===== config.mk =====
export PLATFORM = sky130hd
export DESIGN_NAME = calc_sequencer
export DESIGN_NICKNAME = d
export VERILOG_FILES = /design/src/rtl/calc_sequencer.sv
export SDC_FILE = /design/constraint.sdc
export NUM_CORES = 1
export LEC_CHECK = 0
export CORE_UTILIZATION = 40
export CTS_CLUSTER_DIAMETER = 200
export DETAILED_ROUTE_END_ITERATION = 10
export HOLD_SLACK_MARGIN = 0.03
export PLACE_DENSITY_LB_ADDON = 0.25
export SLEW_MARGIN = 0
export SYNTH_ARGS = -nofsm -noshare
export SYNTH_HDL_FRONTEND = slang
export SYNTH_SLANG_ARGS = --single-unit

===== constraint.sdc =====
create_clock -name clk -period 3.7 [get_ports clk]
set_clock_uncertainty 0.1 [all_clocks]
set_input_delay 0.74 -clock clk [delete_from_list [all_inputs] [get_ports clk]]
set_output_delay 0.74 -clock clk [all_outputs]
set_load 0.03 [all_outputs]

===== src/rtl/calc_sequencer.sv =====
// Command-driven initiator for the 16-bit combinational calculator: issues one op at a time,
// chains results through an accumulator, and returns each result over a valid/ready port.
module calc_sequencer #(
    parameter int WIDTH = 16
) (
    input  logic             clk,
    input  logic             reset,
    input  logic             cmd_valid,
    output logic             cmd_ready,
    input  logic [3:0]       cmd_op,
    input  logic [WIDTH-1:0] cmd_operand,
    output logic             resp_valid,
    input  logic             resp_ready,
    output logic [WIDTH-1:0] resp_result,
    output logic             resp_overflow,
    output logic             resp_error,
    output logic             ovf_sticky,
    output logic [15:0]      op_count,
    output logic [WIDTH-1:0] calc_in1,
    output logic [WIDTH-1:0] calc_in2,
    output logic [3:0]       calc_opcode,
    input  logic [WIDTH-1:0] calc_result,
    input  logic             calc_overflow
);

    typedef enum logic [1:0] {
        IDLE = 2'd0,
        WAIT = 2'd1,
        RESP = 2'd2
    } state_t;

    localparam logic [3:0] OP_LAST_CALC = 4'b1001;
    localparam logic [3:0] OP_CLEAR     = 4'b1110;
    localparam logic [3:0] OP_LOAD      = 4'b1111;

    state_t           state_q, state_d;
    logic [WIDTH-1:0] acc_q, acc_d;
    logic [WIDTH-1:0] calc_in1_q, calc_in1_d;
    logic [WIDTH-1:0] calc_in2_q, calc_in2_d;
    logic [3:0]       calc_opcode_q, calc_opcode_d;
    logic [WIDTH-1:0] resp_result_q, resp_result_d;
    logic             resp_overflow_q, resp_overflow_d;
    logic             resp_error_q, resp_error_d;
    logic             ovf_sticky_q, ovf_sticky_d;
    logic [15:0]      op_count_q, op_count_d;

    always_ff @(posedge clk or posedge reset) begin
        if (reset) begin
            state_q         <= IDLE;
            acc_q           <= '0;
            calc_in1_q      <= '0;
            calc_in2_q      <= '0;
            calc_opcode_q   <= '0;
            resp_result_q   <= '0;
            resp_overflow_q <= 1'b0;
            resp_error_q    <= 1'b0;
            ovf_sticky_q    <= 1'b0;
            op_count_q      <= '0;
        end else begin
            state_q         <= state_d;
            acc_q           <= acc_d;
            calc_in1_q      <= calc_in1_d;
            calc_in2_q      <= calc_in2_d;
            calc_opcode_q   <= calc_opcode_d;
            resp_result_q   <= resp_result_d;
            resp_overflow_q <= resp_overflow_d;
            resp_error_q    <= resp_error_d;
            ovf_sticky_q    <= ovf_sticky_d;
            op_count_q      <= op_count_d;
        end
    end

    always_comb begin
        state_d         = state_q;
        acc_d           = acc_q;
        calc_in1_d      = calc_in1_q;
        calc_in2_d      = calc_in2_q;
        calc_opcode_d   = calc_opcode_q;
        resp_result_d   = resp_result_q;
        resp_overflow_d = resp_overflow_q;
        resp_error_d    = resp_error_q;
        ovf_sticky_d    = ovf_sticky_q;
        op_count_d      = op_count_q;

        case (state_q)
            IDLE: begin
                if (cmd_valid) begin
                    resp_overflow_d = 1'b0;
                    resp_error_d    = 1'b0;
                    state_d         = RESP;
                    if (cmd_op <= OP_LAST_CALC) begin
                        calc_in1_d    = acc_q;
                        calc_in2_d    = cmd_operand;
                        calc_opcode_d = cmd_op;
                        state_d       = WAIT;
                    end else if (cmd_op == OP_LOAD) begin
                        acc_d         = cmd_operand;
                        resp_result_d = cmd_operand;
                    end else if (cmd_op == OP_CLEAR) begin
                        acc_d         = '0;
                        ovf_sticky_d  = 1'b0;
                        resp_result_d = '0;
                    end else begin
                        // Undefined calculator codes never reach the calculator.
                        resp_result_d = acc_q;
                        resp_error_d  = 1'b1;
                    end
                end
            end
            WAIT: begin
                acc_d           = calc_result;
                resp_result_d   = calc_result;
                resp_overflow_d = calc_overflow;
                resp_error_d    = 1'b0;
                ovf_sticky_d    = ovf_sticky_q | calc_overflow;
                op_count_d      = op_count_q + 16'd1;
                state_d         = RESP;
            end
            RESP: begin
                if (resp_ready) begin
                    state_d = IDLE;
                end
            end
            default: begin
                state_d = IDLE;
            end
        endcase
    end

    assign cmd_ready     = (state_q == IDLE);
    assign resp_valid    = (state_q == RESP);
    assign resp_result   = resp_result_q;
    assign resp_overflow = resp_overflow_q;
    assign resp_error    = resp_error_q;
    assign ovf_sticky    = ovf_sticky_q;
    assign op_count      = op_count_q;
    assign calc_in1      = calc_in1_q;
    assign calc_in2      = calc_in2_q;
    assign calc_opcode   = calc_opcode_q;

endmodule


==> results of run 1 <==
[flip-flops by register name, summed over array words and instances (netlist names)]
register,cells
resp_result,16
ovf_sticky,1
state_q,2
calc_in2,16
calc_in1,16
resp_overflow,1
op_count,16
calc_opcode,4
resp_error,1
[cell type report]
type | instances | area, um^2 | area share [%]
Sequential cell | 73 | 1827 | 40.45
Multi-Input combinational cell | 148 | 1111 | 24.61
Tap cell | 99 | 123.9 | 2.743
Inverter | 3 | 11.26 | 0.2494
Timing Repair Buffer | 116 | 1166 | 25.82
Clock inverter | 5 | 125.1 | 2.771
Clock buffer | 11 | 151.4 | 3.353
[worst register-to-register path, stage by stage, from the launching register on]
cell	delay (ns)
dfrtp_1	0.46
nor2_2	0.24
nand3_2	0.73
mux2_2	0.58
[stage by stage]
| step | hold WS (ns) | total power, uW | area, um^2 | worst slack (ns) |
|---|---|---|---|---|
| after floorplan | 0.4394 | 2343 | 3003 | 1.007 |
| after global placement | 0.3563 | 3122 | 4239 | 0.6826 |
| after detailed placement | 0.3665 | 3151 | 4239 | 0.6318 |
| after CTS | 0.3807 | 3998 | 4516 | 0.9852 |
| after global routing | 0.4202 | 4161 | 4516 | 0.8711 |
| final | 0.3733 | 3957 | 4516 | 1.016 |
[report_power, final]
group,switching (uW),internal [uW],total [uW]
sequential,223,1110,1330
clock,280,552,832
combinational,978,812,1790
[placed cells by master, fill, tap and decap left out, drive strengths merged, types with 2 or more instances in the layout]
cell           Yosys  routed
clkdlybuf4s50      0     113
dfrtp             73      73
mux2              36      36
nor2              22      22
a22oi             16      16
a21oi             16      16
nand3             12      12
clkbuf             3      11
xnor2             10      10
nand2              6       6
xor2               6       6
nand4              4       4
bufinv             0       4
inv                3       3
buf                7       3
and3               2       2
a22o               2       2
o21ai              2       2
nor2b              2       2
[synth_stat cells, types with 2 or more instances]
library cell   n  area [um^2]
and3_1         2        12.51
a22o_1         2        17.52
a21oi_1       16        80.08
nand3_1       11        55.05
a22oi_1       16        120.1
buf_2          5        25.02
o21ai_0        2        10.01
xnor2_1       10        87.58
nand4_1        4        25.02
clkbuf_1       3        11.26
inv_1          3        11.26
mux2_2        36        405.4
dfrtp_1       73         1827
buf_6          2        22.52
nor2b_1        2        12.51
xor2_1         6        52.55
nor2_1        21        78.83
nand2_1        6        22.52
[logic make-up after synthesis]
kind of cell               Yosys count  synth area share [%]
DFF                                 73                 60.83
and+or+nand+nor                     55                 9.625
AOI/OAI and AO/OA                   40                 8.626
muxes                               36                 13.50
xor gates and xnor gates            16                 4.667
buffers and inverters               13                 2.333
adders and majority gates            1                0.4166
[worst max path at each step]
stage          startpoint                        to  slack, ns  depth (start not counted)
2_1_floorplan       reset   calc_in1[0]$_DFFE_PP0P_       1.01                          1
3_3_place_gp    cmd_op[2]   calc_in1[1]$_DFFE_PP0P_       0.68                          4
3_5_place_dp    cmd_op[1]   calc_in1[6]$_DFFE_PP0P_       0.63                          4
4_1_cts         cmd_op[1]  calc_in1[12]$_DFFE_PP0P_       0.99                          4
5_1_grt         cmd_op[1]   calc_in1[8]$_DFFE_PP0P_       0.87                          4
6_report        cmd_op[1]   calc_in1[2]$_DFFE_PP0P_       1.02                          4
[layer usage]
| layer | GRT usage, % | vias up |
|---|---|---|
| met3 | 6.063 | 4 |
| met1 | 23.28 | 1103 |
| met2 | 28.46 | 87 |
| met4 | 6.598 | 0 |
| met5 | 0 | - |
| li1 | - | 1071 |
==> summary.txt, run 1 <==
Status
  • Status: finished clean

Worst setup path
  • FF-to-FF setup slack: 1.48 ns
  • R2R Path Start: state_q[0]$_DFFE_PP0P_
  • Slowest-stage cell, CP: nand3_2
  • R2r worst-path depth: 3
  • Slowest stage delay, CP: 0.72 ns
  • CP Data Required Time: 3.81 ns
  • Critical path, cell by cell: clkdlybuf4s50_1, o21ai_0, nand3_2, mux2_2
  • WP data arrival: 2.79 ns
  • Delay-heaviest family, CP: simple AND/OR/NAND/NOR gates
  • Critical path class: in -> reg
  • CP bufs+invs: 1
  • Crit Path Max Fanout: 36
  • Startpoint types: primary input
  • Setup crit end kind: register
  • Reg2reg end: calc_in1[2]$_DFFE_PP0P_

Clock network
  • Post-CTS resize count: 0
  • TritonCTS buffer count: 9
  • Bufs on Longest Clock Path: 2
  • Reg clk slew, reported paths: 0.07 ns
  • Hold_buf cts: 0
  • Post-CTS setup buffer count: 0
  • Root Driver: clkbuf_8
  • CTS tree: built
  • Clk sink count: 73
  • H-tree levels: 3
  • Clock Latency Late Sink: approximately 0.33 ns

Place
  • Detail Placement HPWL: roughly 4600 um
  • IO Port Bufs: 113
  • GP Congestion: 0.8322
  • DP Cell Count: 439

Hold path
  • Worst Hold Endpoint: op_count[15]$_DFFE_PP0P_
  • WHS Path Cells: 1
  • Worst Hold Class: reg -> reg
  • Worst Hold Launch: op_count[15]$_DFFE_PP0P_

STA
  • # setup viols final: 0
  • Final period util: between 70 and 80%
  • Tmin final: approximately 2.7 ns
  • Slew at the pin closest to its max-slew limit: 0.9024 ns
  • Final hold vios: 0
  • Achievable Freq: 372.6 MHz
  • Final Slew Violations: 0
  • Max-slew headroom: 39.77%
  • Setup_tns: 0 ns
  • RSZ-0062 raised after global routing: no

Floorplan
  • Core Rows: 31
  • Starting Density: 41.40%
  • Die Height: just under 90 um
  • Die area: 0.007858 mm^2
  • I/O pins: 114
  • Core area: approximately 0.0073 mm^2
  • Die Span X: 88.65 um

Yosys
  • Syn Nets: 276
  • Post-synth EDFFs: 0
  • Gate count after technology mapping: approximately 230
  • Synth Warn #: 0
  • Post-Syn Area: between 0.003 and 0.004 mm^2
  • Post-synthesis async set-or-reset flop share: between 90% and 100%
  • Yosys cell types: 32
  • Register area share after synthesis: 60.83%
  • Post-synth top flop: dfrtp_1
  • Mean Syn Cell Area: 12.83 um^2
  • Register bit total from synthesis: 73

Cells and area
  • Layout area overhead: 50.37%
  • Share of layout cells above drive strength 1: approximately 18%
  • Final Non-Filler Cells: 455
  • Ant diodes: 0
  • # fillers: 595
  • Final cell utilization of the core: between 60 and 70%
  • Nets: about 390

Global route
  • Largest net degree at the start of global routing: 41
  • Vias in the first global route: 2195
  • Initial antenna violation count: 0
  • GR Util All Layers: 18.07%
  • GRT overflow: 0
  • First-pass GRT wire length: 10610 um

Route
  • Metal-1 WL: 2963 um
  • Met2 WL: about 3100 um
  • Wirelength, routed: between 6000 and 7000 um
  • Routed wire per std cell: ~15 um
  • ANT nets after route: 0
  • Met3 routed WL: 513 um
  • Max layer used: met4
  • Pre-antenna DRT Iters: 4
  • DR DRC count: 0
  • 1st-iter DRT viols: 75
  • DR vias/cell: approximately 5.0
  • Via count: 2265

Power and ir drop
  • P per Cell Area: approximately 880 mW/mm^2
  • P_leak: roughly 0.0019 uW
  • Peak supply drop: 0.4498 mV

Job
  • Max_cap viols: 0
(Power assumes the default switching activity.)
==> run 2: changes to the inputs <==
- clock period: 3.7 -> 2.4 ns (I/O delays scaled with it)
==> summary.txt, run 2 (same netlist as run 1, synthesis figures left out) <==
Floorplan
  • Die area: 0.007858 mm^2 (unchanged)
  • Starting Density: 41.40% (unchanged)
  • I/O pins: 114 (unchanged)
  • Die Span X: 88.65 um (unchanged)
  • Core area: 0.007253 mm^2 (unchanged)
  • Core Rows: 31 (unchanged)
  • Die Height: 88.65 um (unchanged)

Cells and area
  • Nets: 398 (+1.3%)
  • Layout area overhead: 53.50%
  • Ant diodes: 0 (unchanged)
  • Most frequent cells in the layout: clkdlybuf4s50_1 (113), dfrtp_1 (73), mux2_2 (36)
  • Share of layout cells above drive strength 1: 18.56% (+0.86 points)
  • Most common library cell in the layout ignoring fill and taps: clkdlybuf4s50_1

Route
  • DR DRC count: 0 (unchanged)
  • ANT nets after route: 0 (unchanged)
  • Pre-antenna DRT Iters: 4 (unchanged)
  • 1st-iter DRT viols: 60 (-20%)
  • Routed wire per std cell: 14.67 um (+0.26%)
  • Wirelength, routed: 6750 um (+1.4%)
  • Via count: 2287 (+0.97%)
  • DR vias/cell: 4.972 (-0.13%)

Status
  • Status: finished clean

Worst setup path
  • CP Data Required Time: 1.82 ns (-1.99 ns)
  • Slowest-stage cell, CP: clkdlybuf4s50_1
  • Slowest stage delay, CP: 0.71 ns (about the same)
  • Startpoint types: register
  • Setup crit end kind: primary output
  • Delay-heaviest family, CP: buffers and inverters
  • Critical path class: reg -> out
  • WP data arrival: 1.73 ns (-1.06 ns)
  • Crit Path Max Fanout: 7 (-81%)
  • Critical path, cell by cell: nor2_2, clkdlybuf4s50_1
  • CP bufs+invs: 1 (unchanged)

Power and ir drop
  • P_leak: 0.001916 uW (+2.0%)
  • Peak supply drop: 0.7726 mV (+72%)
  • P per Cell Area: 1348 mW/mm^2 (+54%)

Clock network
  • H-tree levels: 3 (unchanged)
  • TritonCTS buffer count: 9 (unchanged)
  • Reg clk slew, reported paths: 0.07 ns (about the same)
  • Post-CTS setup buffer count: 0 (unchanged)
  • Post-CTS resize count: 0 (unchanged)
  • Bufs on Longest Clock Path: 2 (unchanged)
  • Root Driver: clkbuf_8
  • Clock Latency Late Sink: 0.33 ns (about the same)
  • Hold_buf cts: 0 (unchanged)
  • Clk sink count: 73 (unchanged)
  • CTS tree: built

STA
  • Final period util: 96.14%
  • # setup viols final: 0 (unchanged)
  • Max-slew headroom: 70.44% (+31 points)
  • RSZ-0062 raised after global routing: no
  • Achievable Freq: 433.4 MHz
  • Setup_tns: 0 ns (unchanged)
  • Tmin final: about 2.3 ns
  • Hold_ws: 0.3767 ns (+0.003398 ns)
  • Final Slew Violations: 0 (unchanged)
  • Final hold vios: 0 (unchanged)
  • Slew at the pin closest to its max-slew limit: 0.4417 ns (-0.4607 ns)

Global route
  • First-pass GRT wire length: 10880 um (+2.6%)
  • Vias in the first global route: 2271 (+3.5%)
  • Largest net degree at the start of global routing: 42 (+2.4%)
  • Initial antenna violation count: 0 (unchanged)
  • GRT overflow: 0 (unchanged)
  • GR Util All Layers: 18.44% (+0.37 points)

Place
  • Detail Placement HPWL: 4806 um (+4.3%)
  • IO Port Bufs: 113 (unchanged)
  • GP Congestion: 0.7671 (-7.8%)

Hold path
  • Worst Hold Class: reg -> reg

Job
  • Max_cap viols: 0 (unchanged)
[run 2: cell count changes in the layout (fill, tap and decap cells not counted), sizes merged]
cell	before	now
buf	3	8
bufinv	4	5
inv	3	2
clkinvlp	0	1
clkinv	1	0
[run 2: report_power, final]
part,internal (uW),leakage (uW),switching (uW)
registers,1710,0.000892,335
logic,1270,0.000881,1530
clock network,930,0.000144,434
total,3920,0.00192,2300
[run 2: through the flow]
step                setup slack, ns  std cells  power [uW]  util [%]  area (um^2)
finish                      0.09259        460        6212     63.55         4609
global route                0.02104        460        6533     63.55         4609
CTS                         0.06603        460        6279     63.55         4609
detailed placement           0.2449        444        4890     59.53         4318
global placement             0.2752        444        4833     59.53         4318
floorplan                    0.6189        234        3612         -         3007
[run 2: path summary, 6_finish.rpt]
kind | slack [ns] | start | to | depth (start not counted)
setup / recovery | 0.09 | state_q[0]$_DFFE_PP0P_ | cmd_ready | 2
hold / removal | 0.38 | op_count[15]$_DFFE_PP0P_ | op_count[15]$_DFFE_PP0P_ | 1
setup reg to reg | 0.54 | state_q[0]$_DFFE_PP0P_ | op_count[9]$_DFFE_PP0P_ | 5
hold reg to reg | 0.38 | op_count[15]$_DFFE_PP0P_ | op_count[15]$_DFFE_PP0P_ | 1
max in group asynchronous | 1.27 | reset | resp_result[2]$_DFFE_PP0P_ | 3
min in group asynchronous | 0.39 | reset | calc_opcode[3]$_DFFE_PP0P_ | 2
[run 2: cell type report]
| type | count | area, um^2 |
|---|---|---|
| timing repair buffer | 121 | 1241 |
| inverter | 3 | 15.01 |
| multi-input combinational | 148 | 1111 |
| clock buffer | 11 | 141.4 |
| sequential | 73 | 1827 |
| tap | 99 | 123.9 |
| fill | 596 | 2644 |
| clock inverter | 5 | 150.1 |
[run 2: per-layer routing]
metal	global-route usage, %	part of all wire, %
met4	6.891	0.96
met5	0	0
met2	29.30	48
met3	6.903	7.7
met1	22.98	44
==> run 3: changes to the inputs <==
- CTS_CLUSTER_SIZE: unset -> 40
==> results of run 3 <==
Same layout as run 2: the final DEF is identical, and so are final timing and power.
